**config.mk**
```make
export PLATFORM = sky130hd
export DESIGN_NAME = dram_sipo
export DESIGN_NICKNAME = d
export VERILOG_FILES = /design/src/rtl/dram_sipo.sv
export SDC_FILE = /design/constraint.sdc
export NUM_CORES = 1
export LEC_CHECK = 0
export CORE_MARGIN = 4
export CORE_UTILIZATION = 35
export CTS_CLUSTER_SIZE = 24
export DETAILED_ROUTE_END_ITERATION = 8
export SLEW_MARGIN = 25
export SYNTH_ARGS = -nofsm -noshare
export SYNTH_HDL_FRONTEND = slang
export SYNTH_SLANG_ARGS = --single-unit
```
**constraint.sdc**
```tcl
create_clock -name clk -period 1.7 [get_ports clk]
set_input_delay 0.34 -clock clk [delete_from_list [all_inputs] [get_ports clk]]
set_output_delay 0.34 -clock clk [all_outputs]
set_load 0.02 [all_outputs]
```
**src/rtl/dram_sipo.sv**
```systemverilog
// dram_sipo: serial-in/parallel-out deserializer for the DRAM data return path.
// Takes the LSB-first stream from the controller's PISO serializer. Each frame
// begins with a start strobe in the same cycle as the serializer's load. The
// word is rebuilt and presented on a one-word valid/ready holding register.
// A word that completes while the holding register is still full is dropped,
// and the sticky overrun flag is raised.
//
// Optional feature macro: DRAM_SIPO_PARITY_EN
//   defined   : each frame carries one extra even-parity bit after the MSB;
//               parity_err is reported alongside the held word.
//   undefined : frames are WIDTH bits long and parity_err is tied to 0.
//
// state | meaning
// ------+-------------------------------------------------------------
// IDLE  | waiting for a start strobe; data_in is ignored
// RECV  | sampling one serial bit per clock until the frame completes

module dram_sipo #(
    parameter int WIDTH = 8
) (
    input  logic             clk,
    input  logic             rst,
    input  logic             start,
    input  logic             data_in,
    input  logic             ovr_clr,
    input  logic             out_ready,
    output logic             out_valid,
    output logic [WIDTH-1:0] out_data,
    output logic             busy,
    output logic             overrun,
    output logic             parity_err
);

`ifdef DRAM_SIPO_PARITY_EN
    localparam int NB = WIDTH + 1;
`else
    localparam int NB = WIDTH;
`endif
    localparam int CW = $clog2(WIDTH + 1);
    localparam logic [CW-1:0] CNT_LAST = CW'(NB - 1);

    typedef enum logic {
        IDLE = 1'b0,
        RECV = 1'b1
    } state_e;

    state_e           state_q, state_d;
    logic [CW-1:0]    cnt_q, cnt_d;
    logic [WIDTH-1:0] shreg_q, shreg_d;
    logic [WIDTH-1:0] data_q, data_d;
    logic             valid_q, valid_d;
    logic             ovr_q, ovr_d;

    logic             word_done;
    logic [WIDTH-1:0] word;
    logic             pop;
    logic             load;
    logic             drop;

    // With parity the data bits are already aligned in the shift register when
    // the parity bit arrives; without it the MSB is still on data_in.
`ifdef DRAM_SIPO_PARITY_EN
    assign word = shreg_q;
`else
    assign word = {data_in, shreg_q[WIDTH-1:1]};
`endif

    // State register and receive datapath
    always_ff @(posedge clk or posedge rst) begin
        if (rst) begin
            state_q <= IDLE;
            cnt_q   <= '0;
            shreg_q <= '0;
        end else begin
            state_q <= state_d;
            cnt_q   <= cnt_d;
            shreg_q <= shreg_d;
        end
    end

    // Next-state, bit counter and shift logic
    always_comb begin
        state_d   = state_q;
        cnt_d     = cnt_q;
        shreg_d   = shreg_q;
        word_done = 1'b0;
        case (state_q)
            IDLE: begin
                if (start) begin
                    state_d = RECV;
                    cnt_d   = '0;
                end
            end
            RECV: begin
                if (cnt_q == CNT_LAST) begin
                    // Final bit always completes the word; a coincident start
                    // opens the next frame with no gap.
                    word_done = 1'b1;
                    cnt_d     = '0;
                    state_d   = start ? RECV : IDLE;
`ifndef DRAM_SIPO_PARITY_EN
                    shreg_d   = word;
`endif
                end else if (start) begin
                    // Restart: the partial word is silently abandoned.
                    cnt_d = '0;
                end else begin
                    shreg_d = {data_in, shreg_q[WIDTH-1:1]};
                    cnt_d   = cnt_q + CW'(1);
                end
            end
            default: begin
                state_d = IDLE;
                cnt_d   = '0;
            end
        endcase
    end

    // Holding register, handshake and overrun decisions
    always_comb begin
        pop     = valid_q & out_ready;
        load    = word_done & (~valid_q | pop);
        drop    = word_done & valid_q & ~out_ready;
        valid_d = valid_q;
        data_d  = data_q;
        if (load) begin
            valid_d = 1'b1;
            data_d  = word;
        end else if (pop) begin
            valid_d = 1'b0;
        end
        // Set has priority over clear when both land on the same edge.
        ovr_d = (ovr_q & ~ovr_clr) | drop;
    end

    // Output holding register and sticky overrun flag
    always_ff @(posedge clk or posedge rst) begin
        if (rst) begin
            valid_q <= 1'b0;
            data_q  <= '0;
            ovr_q   <= 1'b0;
        end else begin
            valid_q <= valid_d;
            data_q  <= data_d;
            ovr_q   <= ovr_d;
        end
    end

`ifdef DRAM_SIPO_PARITY_EN
    logic perr_q, perr_d;

    // Parity status follows the held word: set on load, cleared on pop,
    // untouched when a word is dropped.
    always_comb begin
        perr_d = perr_q;
        if (load) begin
            perr_d = (^word) ^ data_in;
        end else if (pop) begin
            perr_d = 1'b0;
        end
    end

    // Parity error register
    always_ff @(posedge clk or posedge rst) begin
        if (rst) begin
            perr_q <= 1'b0;
        end else begin
            perr_q <= perr_d;
        end
    end

    assign parity_err = perr_q;
`else
    assign parity_err = 1'b0;
`endif

    assign out_valid = valid_q;
    assign out_data  = data_q;
    assign busy      = (state_q == RECV);
    assign overrun   = ovr_q;

endmodule

```
## After elaboration in Yosys (flattened, before gate mapping)

Cells that the tools add are included.

- Bits of input ports: 6
- Logic and storage cells: 36
- Register bits: 23

- Equality and inequality tests: 3
- Mux-type cells: 13
- Reduce and logical (&&, ||, !) cells: 2
- $add $sub $neg: 1
- Bitwise operators: 11

Operators by type and width:

| cell | number |
|---|---|
| two-way mux 8 bit | 2 |
| two-way mux 4 bit | 3 |
| case mux 4 bit (2 select lines) | 1 |
| two-way mux 1 bit | 6 |
| bitwise AND 1 bit | 5 |
| adder 4 x 1 -> 4 bit, second input constant | 1 |
| == test 4 x 3 -> 1 bit, second input constant | 1 |
| inverter 1 bit | 4 |
| != test 2 x 1 -> 1 bit, second input constant | 1 |
| != test 2 bit, second input constant | 1 |
| OR 1 bit | 2 |
| case mux 1 bit (2 select lines) | 1 |
| AND reduction 2 bit | 1 |
| nonzero test 2 bit | 1 |

## Longest topological paths before layout

- Word-level depth: 6
- Mapped depth: 5

## Worst setup path after synthesis

OpenSTA, ideal clock, no wires.

- Path type: reg-to-reg
- Start: reg state_q, in the netlist busy
- End: reg data_q[7], in the netlist out_data[7]
- Stages on the path, launching flop included: 6
- Period minus slack after synthesis: 1.470 ns
- Arrival: 1.346 ns
- Library setup time: 0.125 ns
- Setup slack: 0.230 ns
- Cell sequence: dfrtp_1 -> buf_4 -> nand4b_1 -> nor2b_1 -> buf_4 -> mux2_2

- Cells in the longest elaborated chain, start to end: 2

RTL lines:

| element | line | RTL |
|---|---|---|
| start, declared | 47 | `state_e state_q, state_d;` |
| start signal, assigned | 75 | `state_q <= state_d;` |
| two-way mux 1 bit | 87 | `case (state_q)` |
| bitwise AND 1 bit | 122 | `load = word_done & (~valid_q \| pop);` |
| end signal, assigned | 144 | `data_q <= data_d;` |
| end, declared | 50 | `logic [WIDTH-1:0] data_q, data_d;` |

Every way passes these cells.
A chain may end at the register's enable or synchronous reset.

## Worst setup path after layout

- Start: reg data_q[7], in the netlist out_data[7]
- End: out out_data[7]

RTL lines:

| element | line | RTL |
|---|---|---|
| end, declared | 28 | `output logic [WIDTH-1:0] out_data,` |

No word-level cell between the ends.

==> results.ini <==
[logic_synthesis]
main_combinational_cell_family_by_area_after_synthesis = multiplexers
netlist_instances = 65
synth.ff_latch_count = 22
ys_top_cells_by_area = sky130_fd_sc_hd__dfrtp_1 (61%), sky130_fd_sc_hd__mux2_2 (19%), sky130_fd_sc_hd__buf_4 (2.5%)
syn-cell-area_um2 = 907
yosys.area.top_type_share_pct = 60.7
yosysWarningCount = 0
post_synth_and_or_nand_nor_area_fraction_pct = 9.38
synth.lib_cells_used.distinct = 21
synthMuxAreaShare_pct = 18.6
synth_top_cell_by_area = sky130_fd_sc_hd__dfrtp_1
synthesis.nets = 72
synthXorXnorAreaFrac_pct = 0.966
synth-adder-area-share_pct = 1.38
ys_seq_area_share_pct = 60.7
synthesis.area_per_instance_um2 = 14.0
synth_compound_area_share_pct = 5.24

[pwr]
power_density_nw_per_um2 = 1110
static-leakage-power_uw = 0.000544
pwr_total_uw = 1310
peakVddDrop_uv = 576

[clock_tree]
clock_tree.buffer_depth = 2
number_of_sinks_driven_by_the_clock_tree = 22
path_clk_slew_ps = 130
cts_tree = yes
h-tree-depth = 1
post_cts.repair.setup_buffers = 0
cts.hold.buffers_added = 0
cts_root_buf = sky130_fd_sc_hd__clkbuf_4
cts_inserted_buffers = 3
insertion_delay_ps = 310

[floorplanning]
chipHeight_um = 58.9
die_x_um = 58.9
initial_utilization_pct = 36.6
io_pins = 18
number_of_placement_rows = 18
standard_cell_core_area_um2 = 2480
die_area_um2 = 3470

[cells_and_area]
num_antenna_cells = 0
most_common_cell_after_layout_fill_and_taps_aside = sky130_fd_sc_hd__dfrtp_1
multi_input_area_um2 = 329
sequential_cell_area_in_the_final_layout_um2 = 551
fillers = 230
net_count_of_the_finished_layout = 95
layout.cells.most_common_list = sky130_fd_sc_hd__dfrtp_1 (22), sky130_fd_sc_hd__mux2_2 (15), sky130_fd_sc_hd__clkdlybuf4s50_1 (14)
post_route_cells_drive_above_1_share_pct = 31.0
finish.cell_count_without_fillers = 117
area_growth_syn_to_layout_pct = 30.1

[setup_path]
crit_path_end_kind = output pin
critPathTopFamily = buffers and inverters
worst_path_largest_cell_delay_ps = 610
cpMaxStageDelayCell = sky130_fd_sc_hd__clkdlybuf4s50_1
crit_buf_inv = 1
critical_path_required_ps = 1360
crit_type = reg -> out
cells_along_the_critical_path = clkdlybuf4s50_1
timing.critical_path.from_type = register
cp.arrival_ps = 1280
critical_path.max_fanout = 2

[place]
placedCellCount = 113
port_buffers = 16
place_hpwl_um = 1000
preCtsSetupSlack_ps = 10.7
gp_routability_congestion = 0.782

[grt]
globalRouteOverflowTotal = 0
antenna_found_initial = 0
wire_length_of_the_first_global_routing_pass_um = 2620
grt_max_degree = 23
first_global_vias = 594
grt_use_total_pct = 10.0

[sta]
period_minus_slack_ps = 1620
whs_ps = 354
final.setup.tns_ps = 0
final_worst_setup_slack_ps = 79.1
hold_violations = 0
skew_ps = 9.65
final_max_slew_viol_count = 0
setup-violations-final = 0
rsz_0062_raised_after_global_routing = false
layout_worst_path_cycle_share_pct = 95.3
timing.fmax_mhz = 617

[detailed_routing]
viasPerCell = 4.77
detail_route.iter0.violations = 4
ant_nets = 0
drt_pre_antenna_iters = 4
dr_total_vias = 558
detail_route.drc_violations = 0
wl_per_cell_um = 12.3
totalWireLength_um = 1440

[run_status]
status = complete, no violations

[flow_run]
max_cap_violations = 0

[min_path]
hold_path.class = in -> async

where the power goes:
group	total [uW]	switching (uW)	internal [uW]	leakage, uW
logic	248	103	145	0.000236
registers	665	53.4	612	0.000280
clock network	397	159	238	0.0000279
total	1310	315	995	0.000544
cells by family (layout without fill, tap and decap cells):
family                   Yosys count  after routing
XOR/XNOR                           1              1
other                              1              1
buffers and inverters              5             27
AO/OA/AOI/OAI                      6              6
flip-flops                        22             22
AND/OR/NAND/NOR                   14             14
multiplexers                      15             15
adder cells (fa/ha/maj)            1              1
registers in the layout (all words and copies together) (netlist names):
signal and flops:
out_data 8, shreg_q 7, cnt_q 4, busy 1
out_valid 1, overrun 1
cell usage after synthesis:
cell type / count
sky130_fd_sc_hd__nand3b_2: 1
sky130_fd_sc_hd__inv_1: 2
sky130_fd_sc_hd__nand4_1: 1
sky130_fd_sc_hd__nand2_1: 3
sky130_fd_sc_hd__nand2b_1: 3
sky130_fd_sc_hd__a21o_1: 1
sky130_fd_sc_hd__dfrtp_1: 22
sky130_fd_sc_hd__conb_1: 1
sky130_fd_sc_hd__nand3b_1: 1
sky130_fd_sc_hd__nand4b_1: 1
sky130_fd_sc_hd__or3_1: 1
sky130_fd_sc_hd__a21oi_1: 3
sky130_fd_sc_hd__nor2b_1: 1
sky130_fd_sc_hd__ha_1: 1
sky130_fd_sc_hd__buf_4: 3
sky130_fd_sc_hd__o22ai_1: 1
sky130_fd_sc_hd__mux2_2: 15
sky130_fd_sc_hd__nand3_1: 1
sky130_fd_sc_hd__a21boi_4: 1
sky130_fd_sc_hd__nor2_1: 1
sky130_fd_sc_hd__xor2_1: 1
per-layer routing:
| layer | wire length [um] | GRT usage [%] | up-vias |
|---|---|---|---|
| met5 | 0 | 0 | - |
| met4 | 17 | 6.80 | 0 |
| met3 | 94 | 1.97 | 2 |
| met2 | 650 | 15.1 | 16 |
| met1 | 682 | 13.0 | 274 |
| li1 | - | - | 266 |
per-stage QoR:
stage / cell area (um^2) / util [%]
after CTS: 1170 / 47.3
after detailed placement: 1120 / 45.2
final: 1180 / 47.6
after floorplan: 907 / -
after global placement: 1120 / 45.2
after global routing: 1180 / 47.6
final timing paths:
kind / slack (ps) / end / startpoint / cells past startpoint
max: 80 / out_data[7] / out_data[7]$_DFFE_PP0P_ / 1
min: 350 / out_data[1]$_DFFE_PP0P_ / rst / 3
max reg2reg: 140 / out_data[7]$_DFFE_PP0P_ / cnt_q[0]$_DFFE_PP0P_ / 5
min reg2reg: 520 / shreg_q[1]$_DFFE_PP0P_ / shreg_q[1]$_DFFE_PP0P_ / 1
max in group asynchronous: 1120 / cnt_q[2]$_DFFE_PP0P_ / rst / 3
min in group clk: 520 / shreg_q[1]$_DFFE_PP0P_ / shreg_q[1]$_DFFE_PP0P_ / 1
final cells by class:
type / instances / share of cell area [%]
clock buffers: 3 / 1.91
inverters: 2 / 0.636
multi-input cells: 38 / 27.9
repair buffers: 21 / 17.2
well taps: 30 / 3.18
clock inverters: 1 / 2.55
flip-flops and latches: 22 / 46.7
timing repair:
item,in CTS,in global routing
endpoints found under the setup margin,0,10
hold endpoints to repair,0,0
resized for setup,0,3
Note: power is estimated with default switching activity, not from simulation.
